--- src/rtl/regfile_write_scheduler.sv ---
// Register file write-port scheduler.
// After reset it clears registers 1..2**ADDR_W-1 to zero, then round-robin arbitrates
// two writeback requesters onto the single registered write port (A3/WD3/WE3).
module regfile_write_scheduler #(
    parameter int unsigned DATA_W         = 32,
    parameter int unsigned ADDR_W         = 5,
    parameter bit          CLEAR_ON_RESET = 1'b1
) (
    input  logic              CLK,
    input  logic              RESET,
    input  logic              req0_valid,
    input  logic [ADDR_W-1:0] req0_addr,
    input  logic [DATA_W-1:0] req0_data,
    output logic              req0_ready,
    input  logic              req1_valid,
    input  logic [ADDR_W-1:0] req1_addr,
    input  logic [DATA_W-1:0] req1_data,
    output logic              req1_ready,
    output logic [ADDR_W-1:0] A3,
    output logic [DATA_W-1:0] WD3,
    output logic              WE3,
    output logic              init_done
);

    typedef enum logic [1:0] {
        StRstHold = 2'b00,
        StClear   = 2'b01,
        StRun     = 2'b10
    } state_e;

    localparam logic [ADDR_W-1:0] LastAddr = '1;

    state_e            state;
    logic [ADDR_W-1:0] clear_cnt;
    // Index of the requester granted most recently; reset to 1 so req0 wins the first tie.
    logic              last_grant;
    logic              grant0;
    logic              grant1;

    // Round-robin grant, only while running; a contested grant goes to the other requester.
    always_comb begin
        grant0 = 1'b0;
        grant1 = 1'b0;
        if (state == StRun) begin
            grant0 = req0_valid && (!req1_valid || last_grant);
            grant1 = req1_valid && (!req0_valid || !last_grant);
        end
    end

    assign req0_ready = grant0;
    assign req1_ready = grant1;

    // Sequencer FSM with registered write-port outputs.
    always_ff @(posedge CLK) begin
        if (RESET) begin
            state      <= StRstHold;
            A3         <= '0;
            WD3        <= '0;
            WE3        <= 1'b0;
            init_done  <= 1'b0;
            clear_cnt  <= ADDR_W'(1);
            last_grant <= 1'b1;
        end else begin
            case (state)
                StRstHold: begin
                    WE3 <= 1'b0;
                    if (CLEAR_ON_RESET) begin
                        state <= StClear;
                    end else begin
                        state     <= StRun;
                        init_done <= 1'b1;
                    end
                end
                StClear: begin
                    A3        <= clear_cnt;
                    WD3       <= '0;
                    WE3       <= 1'b1;
                    clear_cnt <= clear_cnt + ADDR_W'(1);
                    // init_done rises together with the write of the last register.
                    if (clear_cnt == LastAddr) begin
                        state     <= StRun;
                        init_done <= 1'b1;
                    end
                end
                StRun: begin
                    if (grant0) begin
                        A3         <= req0_addr;
                        WD3        <= req0_data;
                        WE3        <= (req0_addr != '0);
                        last_grant <= 1'b0;
                    end else if (grant1) begin
                        A3         <= req1_addr;
                        WD3        <= req1_data;
                        WE3        <= (req1_addr != '0);
                        last_grant <= 1'b1;
                    end else begin
                        // A3/WD3 hold their previous values when idle.
                        WE3 <= 1'b0;
                    end
                end
                default: begin
                    state <= StRstHold;
                    WE3   <= 1'b0;
                end
            endcase
        end
    end

endmodule

--- config.mk ---
export PLATFORM = sky130hd
export DESIGN_NAME = regfile_write_scheduler
export DESIGN_NICKNAME = d
export VERILOG_FILES = /design/src/rtl/regfile_write_scheduler.sv
export SDC_FILE = /design/constraint.sdc
export NUM_CORES = 1
export LEC_CHECK = 0
export CAP_MARGIN = 20
export CORE_MARGIN = 10
export CORE_UTILIZATION = 40
export CTS_BUF_LIST = sky130_fd_sc_hd__clkbuf_8
export CTS_CLUSTER_DIAMETER = 50
export DETAILED_ROUTE_END_ITERATION = 6
export PLACE_DENSITY = 0.84
export REMOVE_ABC_BUFFERS = 1
export SLEW_MARGIN = 30
export SYNTH_ARGS = -nofsm -noshare
export SYNTH_HDL_FRONTEND = slang
export SYNTH_SLANG_ARGS = --single-unit
export TNS_END_PERCENT = 5
--- constraint.sdc ---
create_clock -name CLK -period 1.9 [get_ports CLK]
set_clock_uncertainty 0.05 [all_clocks]
set_input_delay 0.38 -clock CLK [delete_from_list [all_inputs] [get_ports CLK]]
set_output_delay 0.38 -clock CLK [all_outputs]
set_load 0.1 [all_outputs]
After elaboration in Yosys (flattened, before gate mapping)
Cells that the tools add are included.
{"block": "op_classes", "n_addsub": 1, "eq_ne": 5, "n_mux": 15, "bitwise": 1, "n_reduce_logical": 16}
{"operator": "32-bit 2-to-1 mux", "n": 2}
{"operator": "32-bit case mux with 2 select lines", "n": 1}
{"operator": "5-bit 2-to-1 mux", "n": 2}
{"operator": "5-bit case mux with 2 select lines", "n": 1}
{"operator": "5-bit nonzero test", "n": 2}
{"operator": "2-bit AND reduction", "n": 4}
{"operator": "1-bit 2-to-1 mux", "n": 6}
{"operator": "2-bit case mux with 3 select lines", "n": 1}
{"operator": "5-bit by 1-bit adder with 5-bit output (second input constant)", "n": 1}
{"operator": "5-bit == test (second input constant)", "n": 1}
{"operator": "2-bit nonzero test", "n": 2}
{"operator": "1-bit zero test", "n": 3}
{"operator": "3-bit != test (second input constant)", "n": 1}
{"operator": "2-bit by 1-bit == test with 1-bit output (second input constant)", "n": 1}
{"operator": "2-bit == test (second input constant)", "n": 1}
{"operator": "1-bit logical AND", "n": 2}
{"operator": "2-bit zero test", "n": 1}
{"operator": "1-bit logical OR", "n": 2}
{"operator": "2-bit 2-to-1 mux", "n": 1}
{"operator": "2-bit != test (second input constant)", "n": 1}
{"operator": "1-bit case mux with 2 select lines", "n": 1}
{"operator": "1-bit NOT", "n": 1}
{"block": "totals", "reg_bits": 47, "input_bits": 78, "output_inout_bits": 41, "word_cells": 45}

Longest topological paths before layout
{"block": "logic_depth", "word_depth": 7, "ltp_mapped": 9, "depth_no_buf": 7}

Worst setup path after synthesis
OpenSTA, ideal clock, no wires.
{"block": "synth_timing", "path_type": "register to register", "from": "reg state[0]", "to": "reg WE3", "setup_time_ns": 0.059, "arrival_ns": 1.814, "required_time_ns": 1.791, "slack_ns": -0.024, "path_stages_with_launch": 7, "n_path_buf": 1, "period_less_slack_ns": 1.924, "path_cell_list": "dfxtp_1 inv_1 ha_1 buf_2 and3_1 o21a_1 o311a_1"}
{"block": "synth_between", "word_cells_on_any_way": 7, "cone_classes": "eq/ne (2); mux (5)"}
{"item": "from (decl)", "line_no": "33", "rtl": "state_e state;"}
{"item": "from (signal assigned)", "line_no": "56", "rtl": "state <= StRstHold;"}
{"item": "from (signal assigned)", "line_no": "68", "rtl": "state <= StClear;"}
{"item": "from (signal assigned)", "line_no": "70", "rtl": "state <= StRun;"}
{"item": "2-bit == test", "line_no": "44", "rtl": "if (state == StRun) begin"}
{"item": "1-bit 2-to-1 mux", "line_no": "44"}
{"item": "net req0_ready", "line_no": "14", "rtl": "output logic req0_ready,"}
{"item": "1-bit 2-to-1 mux", "line_no": "86", "rtl": "if (grant0) begin"}
{"item": "1-bit case mux with 2 select lines", "line_no": "64", "rtl": "case (state)"}
{"item": "to (signal assigned)", "line_no": "89", "rtl": "WE3 <= (req0_addr != '0);"}
{"item": "to (signal assigned)", "line_no": "94", "rtl": "WE3 <= (req1_addr != '0);"}
{"item": "to (decl)", "line_no": "21", "rtl": "output logic WE3,"}
The timed path passes the listed nets, and every way through them passes these cells.
A chain may end at the register's enable or synchronous reset.

Final worst setup path
{"block": "layout_timing", "from": "in req0_valid", "to": "out req1_ready"}
{"block": "layout_between", "elab_chain_len": 4}
{"item": "from (decl)", "line_no": "11", "rtl": "input logic req0_valid,"}
{"item": "1-bit zero test", "line_no": "46", "rtl": "grant1 = req1_valid && (!req0_valid || !last_grant);"}
{"item": "1-bit logical OR", "line_no": "46"}
{"item": "1-bit logical AND", "line_no": "46"}
{"item": "1-bit 2-to-1 mux", "line_no": "44"}
{"item": "to (decl)", "line_no": "18", "rtl": "output logic req1_ready,"}
Every way passes these cells.

==> parameters.txt <==
Parameter                              Value

Status
  Status    completed

Cells and area
  Summed area of non-filler cells in the final layout    between 4000 and 5000 um2
  Area delta synth->final    79.3%
  Number of inserted filler cells in the final layout    between 300 and 400
  Utilization after layout    between 70% and 80%
  Fraction of layout cells with a size suffix above 1    around a fifth
  Total inserted antenna cells    0
  Fin nets    437

Global routing
  Initial antenna violation count    0
  Wire length of the first global-routing pass    around 13 mm
  Grt total ovfl    0
  Pin count of the biggest net entering global routing    33
  Number of global-route vias before repair    2478
  Total Routing Usage GR    ~17%

Pwr
  Part of the power in registers    49.9%
  Leakage power    1.52 nW
  P_int    1.50 mW
  IR Drop Worst-Case VDD    0.499 mV
  Sw Ratio    26.4%
  Proportion of power drawn by the clock network    a little over a quarter
  Part of the total power dissipated in combinational logic    23.5%
  Power density over the cells    510 nW/um2
  Net switching component of the power    0.540 mW

Setup path
  Arrival time at the worst endpoint    1.43 ns
  Crit start category    primary input
  Critical path cell sequence    clkdlybuf4s50_1, buf_6, a21boi_2, and2_4, buf_12
  Category of cells accounting for the largest share of critical-path delay    buffers and inverters
  Biggest fanout along the worst timing path    9
  CP bufs+invs    3
  Crit-path slowest cell    clkdlybuf4s50_1
  Critical path class    in2out
  Peak per-stage delay on the critical path    0.42 ns
  Endpoint kind of the worst setup timing path    primary output
  Data required time at the worst endpoint    1.47 ns

Route
  Number of remaining DRC errors    0
  Starting DRT DRC Count    137
  Detail-routed net length per standard cell    19.0 um
  First-pass iteration count of the detailed router    4
  Remaining antenna violation count    0
  Detailed-route wire length    8.08 mm
  Overall via count from detail_route    between 2k and 2.5k
  Via/cell ratio    5.64

Floorplanning
  Floorplan Core Area    5470 um2
  Die outline height    94.7 um
  Initial core utilization    a little over 40%
  Horizontal die dimension    about 95 um
  Number of top-level pins    ~120
  Area enclosed by the die boundary    8980 um2
  Cell Rows    27

Timing
  Transition time at the pin with the least slew margin    0.493 ns
  Worst slack on hold paths    approximately 0.47 ns
  Share of the clock period used by the worst path    between 90% and 100%
  Count of endpoints failing hold in the final timing report    0
  Clock period minus final worst setup slack    ~1.9 ns
  Relative slew slack    67.0%
  Achievable frequency    537 MHz
  Final Worst Setup Slack    0.0390 ns
  Final setup vio count    0
  Final-report max-slew violation count    0

Yosys
  Parity-gate share of the synthesized area counting xor and xnor cells    under 10%
  Number of synthesis warnings    0
  Combinational family with the most area after synthesis    compound AO/OA/AOI/OAI gates
  Post-synth cell types    33
  Synthesized-area fraction occupied by and/or/nand/nor cells    13.5%
  Synth top area share    42.1%
  Register bit total from synthesis    47
  Multiplexer fraction of the synthesized cell area    0.896%
  Average cell area after synthesis    9.27 um2
  Ranking of synthesized cells by area    dfxtp_1 42%, a32o_1 14%, a22oi_1 11%
  Adder-cell share of the synthesized area    2.80%
  Library cell occupying the most area in the post-synthesis netlist    dfxtp_1
  Post-synthesis cell area    2230 um2
  Sequential area share after synthesis    42.1%
  Synth Instances    241
  Compound-cell area share of the yosys netlist    33.1%

Clock tree
  Clock latency at the later pin of the worst-skew pair    0.28 ns
  Post-CTS setup buffer count    0
  Clock tree from TritonCTS    built
  Clock net sink count    47
  Inserted Clock Buffers    5
  Number of buffers on the longest clock path    2
  Depth of the CTS H-tree    2
  Clk slew on worst S/H paths    0.07 ns
  Root Buffer Master    clkbuf_8

Placement
  Port buffer count    118
  Post-DP HPWL    6.36 mm
  RD Place Congestion    0.811
  Pre-CTS worst setup slack    -0.167 ns
  Post-detailed-placement cell area    3900 um2

Worst hold path
  Hold/Removal Path Class    reg2reg

Job
  Max Cap Violations    0
sequential cells by signal, indices dropped and copies added, names as in the netlist:
name        count
WE3             1
state           2
last_grant      1
A3              5
init_done       1
clear_cnt       5
WD3            32
worst register-to-register path, stage by stage, from the launching register on:
cell	delay [ns]
dfxtp_1	0.32
inv_1	0.14
ha_4	0.20
buf_4	0.24
inv_1	0.18
a211oi_1	0.31
o41ai_2	0.13
logic make-up after synthesis:
logic type	after synthesis
AND/OR/NAND/NOR	68
flip-flops	47
XOR/XNOR	3
adder cells (fa/ha/maj)	5
multiplexers	2
AO/OA/AOI/OAI	85
buffers and inverters	31
path summary, 6_finish.rpt:
kind	from	endpoint	slack, ns	cells after the start
min	A3[3]	A3[3]	0.47	2
max	req0_valid	req1_ready	0.04	5
max reg2reg	state[0]	A3[4]	0.20	6
min reg2reg	A3[3]	A3[3]	0.47	2
layout make-up:
cell class                      count  area (um2)  share of cell area (%)
Clock buffer                        5        68.8                    1.72
Clock inverter                      1        3.75                  0.0937
Inverter                            4        15.0                   0.375
Multi-Input combinational cell    163        1180                    29.4
Sequential cell                    47         941                    23.5
Tap cell                           72        90.1                    2.25
Timing Repair Buffer              133        1710                    42.7
per-layer routing:
| metal | track usage [%] | wire [um] | vias up |
|---|---|---|---|
| li1 | - | - | 1146 |
| met1 | 19.1 | 3150 | 1135 |
| met2 | 30.2 | 4030 | 105 |
| met3 | 7.14 | 817 | 9 |
| met4 | 3.12 | 88 | 0 |
| met5 | 0 | 0 | - |
Yosys cell counts (all sizes together):
master  instances
dfxtp          47
nor2           45
a22oi          32
a32o           32
buf            17
clkbuf         10
and3            8
a211oi          5
ha              5
nand3           5
o41ai           5
a21oi           4
inv             4
nand2           3
mux2i           2
nand2b          2
o21a            2
or4             2
xor2            2
a21boi          1
a21o            1
a31oi           1
and2            1
nand4           1
nor3            1
o21ai           1
o311a           1
xnor2           1
cell usage in the layout, fill, tap and decap left out, types with 5 or more instances in the layout:
cell	instances
a32o_1	32
clkdlybuf4s50_1	76
dfxtp_1	47
nor2_1	45
inv_1	5
buf_12	41
a22oi_1	32
and3_1	6
clkbuf_8	5
buf_4	14
nand3_1	5
power by group through the flow:
stage	logic (mW)	registers, mW	clock network (mW)
after global placement	0.460	1.04	0
after CTS	0.475	1.02	0.558
after floorplan	0.148	1.08	0
after detailed placement	0.472	1.04	0
after global routing	0.512	1.02	0.592
final	0.480	1.02	0.543
through the flow:
step           std cells  total power [mW]   TNS, ns
2_1_floorplan        214              1.23    -22.76
4_1_cts              425              2.05   -0.0480
3_5_place_dp         419              1.52     -3.56
5_1_grt              425              2.13  -0.00236
3_3_place_gp         419              1.50     -1.83
6_report             425              2.04         0
timing repair:
action,4_1_cts,5_1_grt
pin swaps,0,2
endpoints found under the setup margin,3,4
hold buffers,0,0
gates resized for setup,2,6
(Power assumes the default switching activity.)
